<file path="src/rtl/hazard_ctrl_if.sv">
// Pipeline-side signal bundle for the hazard controller: register
// addresses and write enables coming from the stages, and the
// forwarding selects plus stall/flush/redirect controls going back.
interface hazard_ctrl_if #(
   parameter int REG_AW = 5
) ();

   // Source registers of the instructions in decode and execute
   logic [REG_AW-1:0] Rs1D;
   logic [REG_AW-1:0] Rs2D;
   logic [REG_AW-1:0] Rs1E;
   logic [REG_AW-1:0] Rs2E;

   // Destination registers in execute, memory and writeback
   logic [REG_AW-1:0] RD_E;
   logic [REG_AW-1:0] RD_M;
   logic [REG_AW-1:0] RDW;

   // Stage qualifiers
   logic              ResultSrcE;
   logic              RegWriteM;
   logic              RegWriteW;
   logic              MemReqM;
   logic              PCSrcE;

   // Controls back to the datapath
   logic [1:0]        ForwardAE;
   logic [1:0]        ForwardBE;
   logic              StallF;
   logic              StallD;
   logic              StallE;
   logic              StallM;
   logic              FlushD;
   logic              FlushE;
   logic              FlushW;
   logic              RedirectF;

   // Pipeline stages drive the addresses and consume the controls
   modport master (
      output Rs1D, Rs2D, Rs1E, Rs2E, RD_E, RD_M, RDW,
      output ResultSrcE, RegWriteM, RegWriteW, MemReqM, PCSrcE,
      input  ForwardAE, ForwardBE,
      input  StallF, StallD, StallE, StallM,
      input  FlushD, FlushE, FlushW, RedirectF
   );

   // The hazard controller observes the stages and drives the controls
   modport slave (
      input  Rs1D, Rs2D, Rs1E, Rs2E, RD_E, RD_M, RDW,
      input  ResultSrcE, RegWriteM, RegWriteW, MemReqM, PCSrcE,
      output ForwardAE, ForwardBE,
      output StallF, StallD, StallE, StallM,
      output FlushD, FlushE, FlushW, RedirectF
   );

endinterface

</file>
<file path="src/rtl/hazard_ctrl.sv">
// Hazard and forwarding controller for the 5-stage pipeline.
// Produces ALU operand forwarding selects, load-use stalls, branch
// flushes, a multi-cycle data-memory wait (small FSM) and saturating
// event counters. Everything except the wait state and the counters is
// combinational so hazards are resolved in the cycle they appear.
module hazard_ctrl #(
   parameter int REG_AW  = 5,
   parameter int MEM_LAT = 0,
   parameter int CNT_W   = 16
) (
   input  logic             clk,
   input  logic             rst,
   hazard_ctrl_if.slave     pipe,
   input  logic             perf_clr,
   output logic             busy,
   output logic [CNT_W-1:0] lu_cnt,
   output logic [CNT_W-1:0] mem_cnt,
   output logic [CNT_W-1:0] fl_cnt
);

   // ------------------------------------------------------------------
   // Constants
   // ------------------------------------------------------------------
   // A latency of zero removes the wait path entirely; the counter is
   // loaded with latency-1 because the RUN cycle that launches the wait
   // already counts as the first stall cycle.
   localparam bit         MEM_EN = (MEM_LAT > 0);
   localparam logic [3:0] LAT_M1 = (MEM_LAT > 0) ? 4'(MEM_LAT - 1) : 4'd0;

   // ------------------------------------------------------------------
   // Operand views, indexed so both operands share one generate body
   // ------------------------------------------------------------------
   logic [REG_AW-1:0] rs_d [2];
   logic [REG_AW-1:0] rs_e [2];
   logic [1:0]        fwd_sel [2];
   logic [1:0]        lw_hit;

   assign rs_d[0] = pipe.Rs1D;
   assign rs_d[1] = pipe.Rs2D;
   assign rs_e[0] = pipe.Rs1E;
   assign rs_e[1] = pipe.Rs2E;

   // ------------------------------------------------------------------
   // Forwarding and load-use detection per operand
   // ------------------------------------------------------------------
   for (genvar gi = 0; gi < 2; gi++) begin : g_operand
      logic hit_m;
      logic hit_w;

      // x0 is hard-wired to zero, so a write to it must never be bypassed
      assign hit_m = pipe.RegWriteM && (pipe.RD_M != '0) && (pipe.RD_M == rs_e[gi]);
      assign hit_w = pipe.RegWriteW && (pipe.RDW  != '0) && (pipe.RDW  == rs_e[gi]);

      // The memory stage holds the younger result, so it wins over writeback
      assign fwd_sel[gi] = rst   ? 2'b00 :
                           hit_m ? 2'b10 :
                           hit_w ? 2'b01 : 2'b00;

      // Decode operand matches the load destination sitting in execute
      assign lw_hit[gi] = (pipe.RD_E == rs_d[gi]);
   end

   assign pipe.ForwardAE = fwd_sel[0];
   assign pipe.ForwardBE = fwd_sel[1];

   logic lw;
   assign lw = pipe.ResultSrcE && (pipe.RD_E != '0) && (|lw_hit);

   // ------------------------------------------------------------------
   // Memory wait FSM
   // ------------------------------------------------------------------
   typedef enum logic {
      ST_RUN  = 1'b0,
      ST_WAIT = 1'b1
   } state_t;

   state_t     state_reg;
   state_t     state_next;
   logic [3:0] wcnt_reg;
   logic [3:0] wcnt_next;
   logic       memstall_raw;
   logic       memstall;

   // State and wait-count registers; reset drops any wait in progress
   always_ff @(posedge clk) begin
      if (rst) begin
         state_reg <= ST_RUN;
         wcnt_reg  <= 4'd0;
      end else begin
         state_reg <= state_next;
         wcnt_reg  <= wcnt_next;
      end
   end

   // Next state and memstall: the launching RUN cycle stalls at once,
   // then WAIT covers the remaining cycles and releases when wcnt hits 0
   always_comb begin
      state_next   = state_reg;
      wcnt_next    = wcnt_reg;
      memstall_raw = 1'b0;
      case (state_reg)
         ST_RUN: begin
            if (pipe.MemReqM && MEM_EN) begin
               memstall_raw = 1'b1;
               state_next   = ST_WAIT;
               wcnt_next    = LAT_M1;
            end
         end
         ST_WAIT: begin
            if (wcnt_reg != 4'd0) begin
               memstall_raw = 1'b1;
               wcnt_next    = wcnt_reg - 4'd1;
            end else begin
               // Release cycle: the op leaves M on this edge, and the next
               // RUN cycle looks at MemReqM afresh for a following op
               state_next = ST_RUN;
            end
         end
         default: begin
            state_next = ST_RUN;
            wcnt_next  = 4'd0;
         end
      endcase
   end

   assign memstall = memstall_raw && !rst;
   assign busy     = (state_reg == ST_WAIT) && !rst;

   // ------------------------------------------------------------------
   // Stall / flush / redirect priority
   // ------------------------------------------------------------------
   logic stall_f;
   logic stall_d;
   logic stall_e;
   logic stall_m;
   logic flush_d;
   logic flush_e;
   logic flush_w;
   logic redirect;
   logic lu_evt;
   logic fl_evt;

   // Memory wait freezes everything (a resolved branch stays parked in E
   // and redirects once the wait ends); a taken branch beats a load-use
   // stall because the dependent instruction is on the wrong path
   always_comb begin
      stall_f  = 1'b0;
      stall_d  = 1'b0;
      stall_e  = 1'b0;
      stall_m  = 1'b0;
      flush_d  = 1'b0;
      flush_e  = 1'b0;
      flush_w  = 1'b0;
      redirect = 1'b0;
      lu_evt   = 1'b0;
      fl_evt   = 1'b0;
      if (rst) begin
         // all controls held inactive
      end else if (memstall) begin
         stall_f = 1'b1;
         stall_d = 1'b1;
         stall_e = 1'b1;
         stall_m = 1'b1;
         flush_w = 1'b1;
      end else if (pipe.PCSrcE) begin
         flush_d  = 1'b1;
         flush_e  = 1'b1;
         redirect = 1'b1;
         fl_evt   = 1'b1;
      end else if (lw) begin
         stall_f = 1'b1;
         stall_d = 1'b1;
         flush_e = 1'b1;
         lu_evt  = 1'b1;
      end
   end

   assign pipe.StallF    = stall_f;
   assign pipe.StallD    = stall_d;
   assign pipe.StallE    = stall_e;
   assign pipe.StallM    = stall_m;
   assign pipe.FlushD    = flush_d;
   assign pipe.FlushE    = flush_e;
   assign pipe.FlushW    = flush_w;
   assign pipe.RedirectF = redirect;

   // ------------------------------------------------------------------
   // Saturating event counters: 0 = load-use, 1 = memory wait, 2 = flush
   // ------------------------------------------------------------------
   logic [2:0]       cnt_evt;
   logic [CNT_W-1:0] cnt_val [3];

   assign cnt_evt = {fl_evt, memstall, lu_evt};

   for (genvar gi = 0; gi < 3; gi++) begin : g_cnt
      logic [CNT_W-1:0] cnt_reg;

      // Clear has priority over counting; stick at all-ones when full
      always_ff @(posedge clk) begin
         if (rst || perf_clr) begin
            cnt_reg <= '0;
         end else if (cnt_evt[gi] && (cnt_reg != '1)) begin
            cnt_reg <= cnt_reg + CNT_W'(1);
         end
      end

      assign cnt_val[gi] = cnt_reg;
   end

   assign lu_cnt  = cnt_val[0];
   assign mem_cnt = cnt_val[1];
   assign fl_cnt  = cnt_val[2];

endmodule

</file>
<file path="src/flat_wrapper.sv">
// flat-port wrapper written by rule: the top's interface ports become plain ports
module hazard_ctrl_flat 
#(
   parameter int REG_AW  = 5,
   parameter int MEM_LAT = 0,
   parameter int CNT_W   = 16
)
  (clk, rst, perf_clr, busy, lu_cnt, mem_cnt, fl_cnt, pipe_Rs1D, pipe_Rs2D, pipe_Rs1E, pipe_Rs2E, pipe_RD_E, pipe_RD_M, pipe_RDW, pipe_ResultSrcE, pipe_RegWriteM, pipe_RegWriteW, pipe_MemReqM, pipe_PCSrcE, pipe_ForwardAE, pipe_ForwardBE, pipe_StallF, pipe_StallD, pipe_StallE, pipe_StallM, pipe_FlushD, pipe_FlushE, pipe_FlushW, pipe_RedirectF);
  hazard_ctrl_if #(.REG_AW(REG_AW)) pipe_i ();
  input  logic clk;
  input  logic rst;
  input  logic perf_clr;
  output logic busy;
  output logic [CNT_W-1:0] lu_cnt;
  output logic [CNT_W-1:0] mem_cnt;
  output logic [CNT_W-1:0] fl_cnt;
  input wire logic [$bits(pipe_i.Rs1D)-1:0] pipe_Rs1D;
  input wire logic [$bits(pipe_i.Rs2D)-1:0] pipe_Rs2D;
  input wire logic [$bits(pipe_i.Rs1E)-1:0] pipe_Rs1E;
  input wire logic [$bits(pipe_i.Rs2E)-1:0] pipe_Rs2E;
  input wire logic [$bits(pipe_i.RD_E)-1:0] pipe_RD_E;
  input wire logic [$bits(pipe_i.RD_M)-1:0] pipe_RD_M;
  input wire logic [$bits(pipe_i.RDW)-1:0] pipe_RDW;
  input wire logic [$bits(pipe_i.ResultSrcE)-1:0] pipe_ResultSrcE;
  input wire logic [$bits(pipe_i.RegWriteM)-1:0] pipe_RegWriteM;
  input wire logic [$bits(pipe_i.RegWriteW)-1:0] pipe_RegWriteW;
  input wire logic [$bits(pipe_i.MemReqM)-1:0] pipe_MemReqM;
  input wire logic [$bits(pipe_i.PCSrcE)-1:0] pipe_PCSrcE;
  output wire logic [$bits(pipe_i.ForwardAE)-1:0] pipe_ForwardAE;
  output wire logic [$bits(pipe_i.ForwardBE)-1:0] pipe_ForwardBE;
  output wire logic [$bits(pipe_i.StallF)-1:0] pipe_StallF;
  output wire logic [$bits(pipe_i.StallD)-1:0] pipe_StallD;
  output wire logic [$bits(pipe_i.StallE)-1:0] pipe_StallE;
  output wire logic [$bits(pipe_i.StallM)-1:0] pipe_StallM;
  output wire logic [$bits(pipe_i.FlushD)-1:0] pipe_FlushD;
  output wire logic [$bits(pipe_i.FlushE)-1:0] pipe_FlushE;
  output wire logic [$bits(pipe_i.FlushW)-1:0] pipe_FlushW;
  output wire logic [$bits(pipe_i.RedirectF)-1:0] pipe_RedirectF;
  assign pipe_i.Rs1D = pipe_Rs1D;
  assign pipe_i.Rs2D = pipe_Rs2D;
  assign pipe_i.Rs1E = pipe_Rs1E;
  assign pipe_i.Rs2E = pipe_Rs2E;
  assign pipe_i.RD_E = pipe_RD_E;
  assign pipe_i.RD_M = pipe_RD_M;
  assign pipe_i.RDW = pipe_RDW;
  assign pipe_i.ResultSrcE = pipe_ResultSrcE;
  assign pipe_i.RegWriteM = pipe_RegWriteM;
  assign pipe_i.RegWriteW = pipe_RegWriteW;
  assign pipe_i.MemReqM = pipe_MemReqM;
  assign pipe_i.PCSrcE = pipe_PCSrcE;
  assign pipe_ForwardAE = pipe_i.ForwardAE;
  assign pipe_ForwardBE = pipe_i.ForwardBE;
  assign pipe_StallF = pipe_i.StallF;
  assign pipe_StallD = pipe_i.StallD;
  assign pipe_StallE = pipe_i.StallE;
  assign pipe_StallM = pipe_i.StallM;
  assign pipe_FlushD = pipe_i.FlushD;
  assign pipe_FlushE = pipe_i.FlushE;
  assign pipe_FlushW = pipe_i.FlushW;
  assign pipe_RedirectF = pipe_i.RedirectF;
  hazard_ctrl #(.REG_AW(REG_AW), .MEM_LAT(MEM_LAT), .CNT_W(CNT_W)) u_core (.clk(clk), .rst(rst), .pipe(pipe_i), .perf_clr(perf_clr), .busy(busy), .lu_cnt(lu_cnt), .mem_cnt(mem_cnt), .fl_cnt(fl_cnt));
endmodule
</file>
<file path="config.mk">
export PLATFORM = sky130hd
export DESIGN_NAME = hazard_ctrl_flat
export DESIGN_NICKNAME = d
export VERILOG_FILES = /design/src/rtl/hazard_ctrl_if.sv /design/src/rtl/hazard_ctrl.sv /design/src/flat_wrapper.sv
export SDC_FILE = /design/constraint.sdc
export NUM_CORES = 1
export LEC_CHECK = 0
export CAP_MARGIN = 20
export CELL_PAD_IN_SITES_DETAIL_PLACEMENT = 1
export CELL_PAD_IN_SITES_GLOBAL_PLACEMENT = 2
export CORE_UTILIZATION = 23
export CTS_BUF_LIST = sky130_fd_sc_hd__clkbuf_4 sky130_fd_sc_hd__clkbuf_8 sky130_fd_sc_hd__clkbuf_16
export DETAILED_ROUTE_END_ITERATION = 7
export GPL_TIMING_DRIVEN = 1
export PLACE_DENSITY_LB_ADDON = 0.1
export SETUP_SLACK_MARGIN = 0.05
export SLEW_MARGIN = 15
export SYNTH_ARGS = -nofsm -noshare
export SYNTH_HDL_FRONTEND = slang
export SYNTH_SLANG_ARGS = --single-unit
</file>
<file path="constraint.sdc">
create_clock -name clk -period 3.2 [get_ports clk]
set_input_delay 0.64 -clock clk [delete_from_list [all_inputs] [get_ports clk]]
set_output_delay 0.64 -clock clk [all_outputs]
set_load 0.005 [all_outputs]
</file>
After elaboration in Yosys (flattened, before gate mapping)
Index checks and enable logic that the tools add are counted.
{"block": "classes", "eq_ne": 9, "add_sub_neg": 4, "n_mux": 22, "n_reduce_logical": 21}
{"cell": "adder 16 x 1 -> 16 bit (second input constant)", "count": 3}
{"cell": "inequality test 16 bit (second input constant)", "count": 3}
{"cell": "equality test 5 bit", "count": 6}
{"cell": "two-way mux 1 bit", "count": 18}
{"cell": "nonzero test 5 bit", "count": 3}
{"cell": "logical AND 1 bit", "count": 13}
{"cell": "two-way mux 2 bit", "count": 4}
{"cell": "nonzero test 4 bit", "count": 1}
{"cell": "subtractor 4 x 1 -> 4 bit (second input constant)", "count": 1}
{"cell": "AND reduction 2 bit", "count": 1}
{"cell": "OR reduction 2 bit", "count": 1}
{"cell": "logical NOT 1 bit", "count": 1}
{"cell": "logical OR 1 bit", "count": 1}
{"block": "word_totals", "out_inout_bits": 61, "inputBits": 43, "register_bits": 53, "wordCells": 61}

Depth between registers and ports, before layout
Gate-level depths: netlist (run 1).
{"block": "depth", "word_depth": 8, "depth_mapped": 11, "ltp_nobuf": 8}

Worst setup path after synthesis (run 1)
OpenSTA, ideal clock, no wires.
{"block": "synth_path", "path_type": "in2out", "startpoint": "input port pipe_RD_M[1]", "endpoint": "output port pipe_ForwardAE[0]", "path_slack_ns": 0.695, "stages": 4, "t_arrival_ns": 1.865, "n_path_buf": 0, "cell_sequence": "or4_1 > o21ai_0 > nor3_1 > nor4_1"}
{"block": "synth_between", "elab_chain_len": 5, "word_cells_on_any_way": 6}
{"element": "start, declared", "line_no": "flat_wrapper.sv:22", "rtl": "input wire logic [$bits(pipe_i.RD_M)-1:0] pipe_RD_M;"}
{"element": "nonzero test 5 bit", "line_no": "hazard_ctrl.sv:51", "rtl": "assign hit_m = pipe.RegWriteM && (pipe.RD_M != '0) && (pipe.RD_M == rs_e[gi]);"}
{"element": "logical AND 1 bit", "line_no": "hazard_ctrl.sv:51"}
{"element": "logical AND 1 bit (*)", "line_no": "hazard_ctrl.sv:51"}
{"element": "two-way mux 2 bit (*)", "line_no": "hazard_ctrl.sv:56", "rtl": "hit_m ? 2'b10 :"}
{"element": "two-way mux 2 bit (*)", "line_no": "hazard_ctrl.sv:55", "rtl": "assign fwd_sel[gi] = rst ? 2'b00 :"}
{"element": "end, declared", "line_no": "flat_wrapper.sv:29", "rtl": "output wire logic [$bits(pipe_i.ForwardAE)-1:0] pipe_ForwardAE;"}
Mark *: on every way between the ends. The rest lies on a longest branch, timed or not.

Final worst setup path (run 1)
Ends and elaborated chain as after synthesis.

==> metrics.md, run 1 <==
| Metric | Value |
|---|---|
| CTS Buf Count | 5 |
| Top delay family on crit path | simple AND/OR/NAND/NOR gates |
| Largest net degree at the start of global routing | 33 |
| Synth top area cells | dfxtp_1 (37%), xnor2_1 (8.7%), xor2_1 (6.9%) |
| Cell with the most instances after synthesis | dfxtp_1 |
| Post-DRT Antenna Nets | 0 |
| Max FO, Critical Path | 3 |
| Synth-to-layout area growth | 53.23% |
| Slew margin rel. | 47.11% |
| CTS max path bufs | 2 |
| Worst-path clk slew | 0.07 ns |
| Die H | 114.4 um |
| Setup_tns | 0 ns |
| I/O Buffers | 102 |
| Async SR Flop Fraction | 0% |
| FF-to-FF Start | u_core.wcnt_reg[0] |
| Final setup violation count | 0 |
| NumNets Final | 525 |
| Max IR drop VDD | 0.1838 mV |
| Share of the yosys chip area belonging to registers | 36.52% |
| Drt wl/cell | 13.84 um |
| Main synth FF type | dfxtp_1 |
| Largest stage delay on the critical path | 0.57 ns |
| Ports | 104 |
| Via density | 4.655 |
| Total gr overflow | 0 |
| Flop pwr share | 45.1% |
| Setup Buffers After CTS | 0 |
| Die W | 114.4 um |
| Worst hold path class | flop to flop |
| Mean Syn Cell Area | 8.115 um2 |
| Tmin final | 3.097 ns |
| Final slew viol count | 0 |
| Fmax achieved | 322.9 MHz |
| Post-synthesis register bit count | 53 |
| Arr. time, crit path | 2.46 ns |
| GPL Wtd Cong | 0.7000 |
| Initial antenna violation count | 0 |
| Crit end category | output pin |
| EDFF count, synth | 0 |
| Pleak | 1.488 nW |
| Mapped cell area | 0.002905 mm2 |
| Synth top area share | 36.52% |
| Final Cycle Share | 96.78% |
| Clk pwr share | 43.9% |
| Full die area | 0.01309 mm2 |
| Gate power share | 11.1% |
| Post-place instance area | 0.004252 mm2 |
| Clk sinks | 53 |
| Std-Cell Rows | 40 |
| Initial Utilization | 23.89% |
| Clk Latency, worst-skew pair | 0.30 ns |
| # H-tree levels | 2 |
| GRT Resource Usage Total | 14.56% |
| Buf+Inv Stages, Crit Path | 2 |
| Diodes inserted | 0 |
| Vias in the first global route | 3015 |
| P_sw | 0.3393 mW |
| Syn nets | 405 |
| First-pass GRT wire length | 14990 um |
| Max_cap viols | 0 |
| RSZ-0062 raised after global routing | no |
| Starting DRT DRC Count | 103 |
| Top cells by count, synth | dfxtp_1 (53), nand2_1 (34), nor2_1 (34) |
| Core box area | 0.01216 mm2 |
| Final WS setup | 0.1032 ns |
| Sw frac | 23.16% |
| Pre-CTS WS | -0.3439 ns |
| Cell area after layout | 0.004452 mm2 |
| Vias | 3012 |
| Final Hold Fails | 0 |
| Synth area leader | dfxtp_1 |
| Tot Pwr | 1.465 mW |
| CP cell instances | clkdlybuf4s50_1, or4_4, o21ai_4, nor3_1, nor4_2, clkdlybuf4s15_1 |
| Outcome | complete, no violations |
| # DRC | 0 |
| Fraction of layout cells with a size suffix above 1 | 9.812% |
| Detailed Route WL | 8957 um |
| Synth Instances | 358 |
| Yosys warns | 0 |
| CP startpoint kind | input pin |
| Power density over the cells | 329.1 mW/mm2 |
| Slowest cell on the critical path | or4_4 |
| Crit path kind | input pin to output pin |
| Internal power | 1.126 mW |
| Worst Skew | 0.008531 ns |
| Worst hold start | u_core.wcnt_reg[2] |
| TritonCTS clock tree | built |
| Clk root buf | clkbuf_16 |
| DR pass1 iterations | 4 |
| Worst Max-Slew Pin Slew | 0.7904 ns |
| Final Util | 36.60% |
| CP startpoint | pipe_RD_M[1] |
| Cell variety after synth | 48 |
| Worst Path Required | 2.56 ns |
| DPL Wire Length | 6770 um |
final cells by class:
class                      count  area [um2]
clock buffer                   5       125.1
timing repair buffer         128        1212
sequential                    53        1061
fill                        1449        7710
clock inverter                 3       43.79
tap                          168       210.2
multi-input combinational    279        1758
inverter                      11       41.29
power groups by stage:
stage,clock network [mW],registers [mW],logic [mW]
2_1_floorplan,0,0.676,0.0592
3_3_place_gp,0,0.676,0.161
3_5_place_dp,0,0.676,0.163
4_1_cts,0.682,0.660,0.164
5_1_grt,0.698,0.660,0.178
6_report,0.643,0.660,0.162
worst paths after layout:
| kind | end | slack [ns] | depth (start not counted) |
|---|---|---|---|
| hold / removal | u_core.wcnt_reg[2] | 0.49 | 2 |
| hold reg to reg | u_core.wcnt_reg[2] | 0.49 | 2 |
| setup reg to reg | u_core.lu_cnt[13] | 0.50 | 8 |
| setup / recovery | pipe_ForwardAE[0] | 0.10 | 6 |
cells by family (layout without fill, tap and decap cells):
logic type,count (synthesis),in the layout,synth area share (%)
mux,1,1,0.3445
xor+xnor,52,52,15.68
flops,53,53,36.52
fa+ha+maj,4,4,1.723
simple gates,164,164,29.50
buf+inv,26,147,4.178
compound gates,58,58,12.06
timing repair:
action	CTS	global route
hold buffers	0	0
setup endpoints to repair	7	5
gates resized for setup	10	6
pin swaps	2	3
cells in the final DEF (no fill, tap or decap), types with 5 or more instances in the layout:
master | netlist | layout
a21oi_1 | 18 | 18
and3_1 | 7 | 7
buf_4 | 4 | 26
clkbuf_16 | 0 | 5
clkdlybuf4s50_1 | 0 | 97
dfxtp_1 | 53 | 53
inv_1 | 11 | 11
nand2_1 | 34 | 34
nand3_1 | 25 | 25
nand4_1 | 9 | 9
nor2_1 | 34 | 34
nor3_1 | 10 | 10
o21ai_0 | 18 | 16
or3_1 | 12 | 12
or4_1 | 11 | 10
xnor2_1 | 29 | 29
xor2_1 | 23 | 23
routing by layer:
| layer | share of wire, % | vias to the layer above | track usage, % |
|---|---|---|---|
| met3 | 3.4 | 6 | 3.547 |
| met4 | 1.1 | 0 | 3.896 |
| li1 | - | 1503 | - |
| met1 | 46 | 1451 | 18.41 |
| met2 | 49 | 52 | 24.65 |
| met5 | 0 | - | 0 |
per-stage QoR:
stage	std cells	hold slack, ns
detailed placement	639	0.4785
floorplan	358	0.4392
CTS	647	0.4902
global route	647	0.5156
finish	647	0.4869
global placement	639	0.4635
worst min-delay path, stage by stage (launching register included):
cell     delay, ns
dfxtp_1       0.33
nand2_1       0.06
a21oi_1       0.05
No activity file was read; power rests on OpenSTA's default activity.
==> run 2: changes to the inputs <==
--- a/config.mk
+++ b/config.mk
@@ -12,6 +12,7 @@
 export CTS_BUF_LIST = sky130_fd_sc_hd__clkbuf_4 sky130_fd_sc_hd__clkbuf_8 sky130_fd_sc_hd__clkbuf_16
 export DETAILED_ROUTE_END_ITERATION = 7
 export GPL_TIMING_DRIVEN = 1
+export MAX_ROUTING_LAYER = met4
 export PLACE_DENSITY_LB_ADDON = 0.1
 export SETUP_SLACK_MARGIN = 0.05
 export SLEW_MARGIN = 15
==> run 2 against run 1 <==
Critical path depth is the same. Sequential cell count is the same. Fmax is the same. Worst hold slack gained 0.00060 ns. Global-route usage grew 0.43 points. Largest cell class unchanged. Largest power group unchanged.
==> metrics.md, run 2 (synthesis results as in run 1) <==
| Metric | Value |
|---|---|
| Post-place instance area | 0.004252 mm2 (unchanged) |
| GPL Wtd Cong | 0.7077 (was 0.7000) |
| Final setup violation count | 0 (unchanged) |
| Final Cycle Share | 96.78% (unchanged) |
| FF-to-FF path depth | 8 (unchanged) |
| Drt wl/cell | 13.85 um (was 13.84 um) |
| Gr busiest metal | met2 (unchanged) |
| Final WS setup | 0.1032 ns (unchanged) |
| DPL Wire Length | 6770 um (unchanged) |
| Worst Skew | 0.008230 ns (was 0.008531 ns) |
| Minimum hold slack | 0.4875 ns (was 0.4869 ns) |
| Die W | 114.4 um (unchanged) |
| Fmax achieved | 322.9 MHz (unchanged) |
| Cell area after layout | 0.004452 mm2 (unchanged) |
| Starting DRT DRC Count | 106 (was 103) |
| Arr. time, crit path | 2.46 ns (about the same) |
| FF-to-FF Start | u_core.wcnt_reg[0] (unchanged) |
| Setup Buffers After CTS | 0 (unchanged) |
| Std-Cell Rows | 40 (unchanged) |
| Full die area | 0.01309 mm2 (unchanged) |
| Hold path cells | 2 (unchanged) |
| Detailed Route WL | 8961 um (was 8957 um) |
| Ports | 104 (unchanged) |
| Tmin final | 3.097 ns (unchanged) |
| Met2 GRT Util | 24.65% (unchanged) |
| Initial antenna violation count | 0 (unchanged) |
| Via density | 4.648 (was 4.655) |
| Worst Max-Slew Pin Slew | 0.7906 ns (was 0.7904 ns) |
| Setup_tns | 0 ns (unchanged) |
| Grt met1 use | 18.51% (was 18.41%) |
| Worst hold start | u_core.wcnt_reg[2] (unchanged) |
| TritonCTS clock tree | built (unchanged) |
| Fraction of layout cells with a size suffix above 1 | 9.812% (unchanged) |
| Sequential cell area | 0.001061 mm2 (unchanged) |
| CP startpoint kind | input pin (unchanged) |
| RSZ-0062 raised after global routing | no (unchanged) |
| Reg-to-Reg End | u_core.lu_cnt[13] (unchanged) |
| Reg2reg setup slack | 0.50 ns (about the same) |
| Clk sinks | 53 (unchanged) |
| Max IR drop VDD | 0.1841 mV (was 0.1838 mV) |
| Met3 Use GR | 3.388% (was 3.547%) |
| Worst Path Required | 2.56 ns (about the same) |
| Synth-to-layout area growth | 53.23% (unchanged) |
| Final Util | 36.60% (unchanged) |
| Total gr overflow | 0 (unchanged) |
| CTS max path bufs | 2 (unchanged) |
| Worst-path clk slew | 0.07 ns (about the same) |
| Multi-input gate area | 0.001758 mm2 (unchanged) |
| First-pass GRT wire length | 14990 um (about the same) |
| Power density over the cells | 329.3 mW/mm2 (was 329.1 mW/mm2) |
| Max_cap viols | 0 (unchanged) |
| Worst hold path class | flop to flop (unchanged) |
| Commonest non-fill, non-tap cell in the layout | clkdlybuf4s50_1 (unchanged) |
| Final slew viol count | 0 (unchanged) |
| Diodes inserted | 0 (unchanged) |
| Crit end category | output pin (unchanged) |
| Filler cells | 1449 (unchanged) |
| Vias in the first global route | 3007 (was 3015) |
| # DRC | 0 (unchanged) |
| Worst Hold End | u_core.wcnt_reg[2] (unchanged) |
| Post-DRT Antenna Nets | 0 (unchanged) |
| I/O Buffers | 102 (unchanged) |
| Die H | 114.4 um (unchanged) |
| Final Hold Fails | 0 (unchanged) |
| Max FO, Critical Path | 3 (unchanged) |
| Crit path kind | input pin to output pin (unchanged) |
| Pre-CTS WS | -0.3439 ns (unchanged) |
| Largest net degree at the start of global routing | 33 (unchanged) |
| Commonest cells after routing, fill and taps aside | clkdlybuf4s50_1 (97), dfxtp_1 (53), nand2_1 (34), nor2_1 (34), xnor2_1 (29) (unchanged) |
| NumNets Final | 525 (unchanged) |
| Core box area | 0.01216 mm2 (unchanged) |
| Outcome | complete, no violations (unchanged) |
| Vias | 3007 (was 3012) |
| Initial Utilization | 23.89% (unchanged) |
| # H-tree levels | 2 (unchanged) |
| Clk Latency, worst-skew pair | 0.30 ns (about the same) |
| DR pass1 iterations | 4 (unchanged) |
| Slew margin rel. | 47.10% (was 47.11%) |
| GRT Resource Usage Total | 14.99% (was 14.56%) |
| CTS Buf Count | 5 (unchanged) |
| Clk root buf | clkbuf_16 (unchanged) |
| Pleak | 1.488 nW (unchanged) |
==> run 2: cell counts in the layout (fill, tap and decap cells not counted) <==
Identical to the previous run, type by type.
==> run 2: critical path: stages <==
cell and delay, ns:
clkdlybuf4s50_1 0.42, or4_4 0.57, o21ai_4 0.18, nor3_1 0.08, nor4_2 0.31, clkdlybuf4s15_1 0.26
==> run 2: worst max-delay path by stage <==
stage | startpoint | end | slack [ns]
global placement | pipe_RD_M[1] | pipe_ForwardBE[0] | -0.33
CTS | pipe_RegWriteW | pipe_ForwardAE[0] | 0.05
global route | pipe_RD_M[1] | pipe_ForwardAE[0] | 0.06
finish | pipe_RD_M[1] | pipe_ForwardAE[0] | 0.10
detailed placement | pipe_RD_M[1] | pipe_ForwardBE[0] | -0.34
floorplan | pipe_RD_M[1] | pipe_ForwardAE[0] | 0.69
==> run 2: layer usage <==
layer	up-vias	wire, um
met5	-	0
met4	0	90
met3	6	278
met2	52	4408
met1	1444	4185
li1	1505	-
==> run 2: power breakdown <==
| group | total [mW] | internal (mW) | switching, mW |
|---|---|---|---|
| sequential | 0.660 | 0.659 | 0.000866 |
| combinational | 0.162 | 0.0948 | 0.0674 |
| clock | 0.644 | 0.372 | 0.272 |
| total | 1.47 | 1.13 | 0.340 |
==> run 2: area by class of cell <==
cell class / count / area share (%)
clock buffers: 5 / 2.811
clock inverters: 3 / 0.9837
inverters: 11 / 0.9275
multi-input cells: 279 / 39.49
flip-flops and latches: 53 / 23.83
well taps: 168 / 4.722
repair buffers: 128 / 27.23
==> run 2: stage by stage <==
| stage | std cells | power [mW] |
|---|---|---|
| finish | 647 | 1.466 |
| detailed placement | 639 | 0.8384 |
| global placement | 639 | 0.8364 |
| floorplan | 358 | 0.7349 |
| global route | 647 | 1.536 |
| CTS | 647 | 1.507 |
==> run 2: repair_timing <==
| item | 4_1_cts | 5_1_grt |
|---|---|---|
| pin swaps | 2 | 3 |
| setup endpoints to repair | 7 | 5 |
| cloned | 0 | 0 |
| gates resized for setup | 10 | 6 |
| hold buffers | 0 | 0 |
| endpoints found under the hold margin | 0 | 0 |
==> run 3: changes to the inputs <==
--- a/config.mk
+++ b/config.mk
@@ -8,6 +8,7 @@
 export CAP_MARGIN = 20
 export CELL_PAD_IN_SITES_DETAIL_PLACEMENT = 1
 export CELL_PAD_IN_SITES_GLOBAL_PLACEMENT = 2
+export CORE_ASPECT_RATIO = 0.5
 export CORE_UTILIZATION = 23
 export CTS_BUF_LIST = sky130_fd_sc_hd__clkbuf_4 sky130_fd_sc_hd__clkbuf_8 sky130_fd_sc_hd__clkbuf_16
 export DETAILED_ROUTE_END_ITERATION = 7
==> run 3 against run 2 <==
Total power increased by 0.22%. Largest cell class unchanged. Fmax increased by 0.44%. Routed wire length increased by 5.9%.
==> metrics.md, run 3 (synthesis results as in run 1) <==
| Metric | Value |
|---|---|
| Power density over the cells | 328.7 mW/mm2 (was 329.3 mW/mm2) |
| Vias | 3059 (was 3007) |
| Vias in the first global route | 3258 (was 3007) |
| Crit end category | output pin (unchanged) |
| Final Hold Fails | 0 (unchanged) |
| Max FO, Critical Path | 3 (unchanged) |
| Setup_tns | 0 ns (unchanged) |
| CTS max path bufs | 2 (unchanged) |
| Pleak | 1.546 nW (was 1.488 nW) |
| Pre-CTS WS | -0.3289 ns (was -0.3439 ns) |
| TritonCTS clock tree | built (unchanged) |
| Post-DRT Antenna Nets | 0 (unchanged) |
| Std-Cell Rows | 28 (was 40) |
| Clk Latency, worst-skew pair | 0.29 ns (was 0.30 ns) |
| FF-to-FF path depth | 8 (unchanged) |
| Via density | 4.750 (was 4.648) |
| Clk sinks | 53 (unchanged) |
| Worst-path clk slew | 0.06 ns (was 0.07 ns) |
| Slowest cell on the critical path | or4_4 (unchanged) |
| Worst Hold End | u_core.mem_cnt[1] (was u_core.wcnt_reg[2]) |
| Final slew viol count | 0 (unchanged) |
| Synth-to-layout area growth | 53.83% (was 53.23%) |
| Starting DRT DRC Count | 69 (was 106) |
| Drt wl/cell | 14.73 um (was 13.85 um) |
| Clk root buf | clkbuf_16 (unchanged) |
| Cell count after placement | 635 (was 639) |
| Largest stage delay on the critical path | 0.55 ns (was 0.57 ns) |
| Arr. time, crit path | 2.44 ns (was 2.46 ns) |
| Clk pwr share | 43.7% (was 43.9%) |
| Final Cycle Share | 96.35% (was 96.78%) |
| Core box area | 0.01205 mm2 (was 0.01216 mm2) |
| Full die area | 0.01311 mm2 (was 0.01309 mm2) |
| Max IR drop VDD | 0.1386 mV (was 0.1841 mV) |
| First-pass GRT wire length | 15550 um (was 14990 um) |
| P_sw | 0.3142 mW (was 0.3403 mW) |
| Initial antenna violation count | 0 (unchanged) |
| Largest net degree at the start of global routing | 21 (was 33) |
| CP startpoint kind | input pin (unchanged) |
| FF-to-FF Start | u_core.wcnt_reg[0] (unchanged) |
| Worst hold start | u_core.mem_cnt[1] (was u_core.wcnt_reg[2]) |
| Slew margin rel. | 51.38% (was 47.10%) |
| CTS Buf Count | 5 (unchanged) |
| Initial Utilization | 24.11% (was 23.89%) |
| Worst Path Required | 2.56 ns (about the same) |
| Buf+Inv Stages, Crit Path | 2 (unchanged) |
| Reg2reg setup slack | 0.38 ns (was 0.50 ns) |
| # DRC | 0 (unchanged) |
| Fmax achieved | 324.3 MHz (was 322.9 MHz) |
| DR pass1 iterations | 4 (unchanged) |
| Die H | 81.47 um (was 114.4 um) |
| Ports | 104 (unchanged) |
| Final WS setup | 0.1168 ns (was 0.1032 ns) |
| Post-place instance area | 0.004240 mm2 (was 0.004252 mm2) |
| Final std cells w/o fill | 644 (was 647) |
| Die W | 160.9 um (was 114.4 um) |
| Worst Max-Slew Pin Slew | 0.7266 ns (was 0.7906 ns) |
| Worst hold path class | flop to flop (unchanged) |
| CP cell instances | clkdlybuf4s50_1, or4_4, o21ai_4, nor3_1, nor4_2, clkdlybuf4s15_1 (unchanged) |
| Total gr overflow | 0 (unchanged) |
| Crit path kind | input pin to output pin (unchanged) |
| # H-tree levels | 2 (unchanged) |
| Cts hold-fix bufs | 0 (unchanged) |
| Diodes inserted | 0 (unchanged) |
| CP startpoint | pipe_RD_M[1] (unchanged) |
| I/O Buffers | 102 (unchanged) |
| Fraction of layout cells with a size suffix above 1 | 10.65% (was 9.812%) |
| Cell area after layout | 0.004469 mm2 (was 0.004452 mm2) |
| Commonest non-fill, non-tap cell in the layout | clkdlybuf4s50_1 (unchanged) |
| Internal power | 1.155 mW (was 1.126 mW) |
| NumNets Final | 525 (unchanged) |
| Worst Skew | 0.007736 ns (was 0.008230 ns) |
| Hold path cells | 2 (unchanged) |
| Tmin final | 3.083 ns (was 3.097 ns) |
| Flop pwr share | 45.0% (about the same) |
| Top delay family on crit path | simple AND/OR/NAND/NOR gates (unchanged) |
| RSZ-0062 raised after global routing | yes (was no) |
| Max_cap viols | 0 (unchanged) |
| Commonest cells after routing, fill and taps aside | clkdlybuf4s50_1 (93), dfxtp_1 (53), nor2_1 (34), nand2_1 (32), xnor2_1 (29) (was clkdlybuf4s50_1 (97), dfxtp_1 (53), nand2_1 (34), nor2_1 (34), xnor2_1 (29)) |
| Sw frac | 21.39% (was 23.21%) |
| GPL Wtd Cong | 0.8345 (was 0.7077) |
| Detailed Route WL | 9488 um (was 8961 um) |
| DPL Wire Length | 7362 um (was 6770 um) |
| Reg-to-Reg End | u_core.lu_cnt[13] (unchanged) |
| Gate power share | 11.4% (was 11.1%) |
| GRT Resource Usage Total | 15.15% (was 14.99%) |
| Outcome | complete, no violations (unchanged) |
| Final setup violation count | 0 (unchanged) |
run 3: layer usage:
layer / vias to the layer above / global-route usage (%) / wire [um]
met5: - / - / 0
met1: 1469 / 17.37 / 4366
met4: 0 / 2.264 / 51
met3: 5 / 3.434 / 457
met2: 80 / 27.89 / 4614
li1: 1505 / - / -
run 3: power by group through the flow:
stage,Clock [mW],Combinational (mW),Sequential (mW)
after CTS,0.670,0.167,0.660
after global placement,0,0.159,0.676
after detailed placement,0,0.162,0.676
after global routing,0.697,0.181,0.660
final,0.642,0.167,0.661
after floorplan,0,0.0592,0.676
run 3: per-stage QoR:
step / hold WS [ns] / total power, mW / utilization (%)
final: 0.5042 / 1.469 / 37.08
after global routing: 0.5335 / 1.538 / 37.08
after CTS: 0.5021 / 1.497 / 36.90
after detailed placement: 0.4889 / 0.8384 / 35.18
after global placement: 0.4636 / 0.8349 / 35.18
after floorplan: 0.4392 / 0.7349 / -
run 3: timing repair:
action	CTS	global route
hold endpoints to repair	0	0
buffers inserted	1	0
setup endpoints to repair	7	6
resized for setup	13	11
pin swaps	1	4
run 3: final cells by class:
type / count / area, um2
Clock buffer: 7 / 146.4
Clock inverter: 1 / 30.03
Fill cell: 1448 / 7582
Inverter: 11 / 41.29
Multi-Input combinational cell: 279 / 1770
Sequential cell: 53 / 1061
Tap cell: 165 / 206.4
Timing Repair Buffer: 128 / 1214
run 3: how the worst max path moves through the flow:
stage	end	slack (ns)	depth (start not counted)
2_1_floorplan	pipe_ForwardAE[0]	0.69	4
3_3_place_gp	pipe_ForwardBE[0]	-0.29	6
3_5_place_dp	pipe_ForwardAE[0]	-0.33	6
4_1_cts	pipe_FlushE	0.07	6
5_1_grt	pipe_FlushE	0.04	7
6_report	pipe_ForwardBE[0]	0.12	6
run 3: worst register-to-register path, stage by stage, from the launching register on:
cell and delay [ns]:
dfxtp_1 0.34, inv_1 0.06, ha_1 0.21, or3b_1 0.49, a211o_1 0.40, a21oi_2 0.15, nand3_2 0.34, or4_1 0.61
a21oi_1 0.16
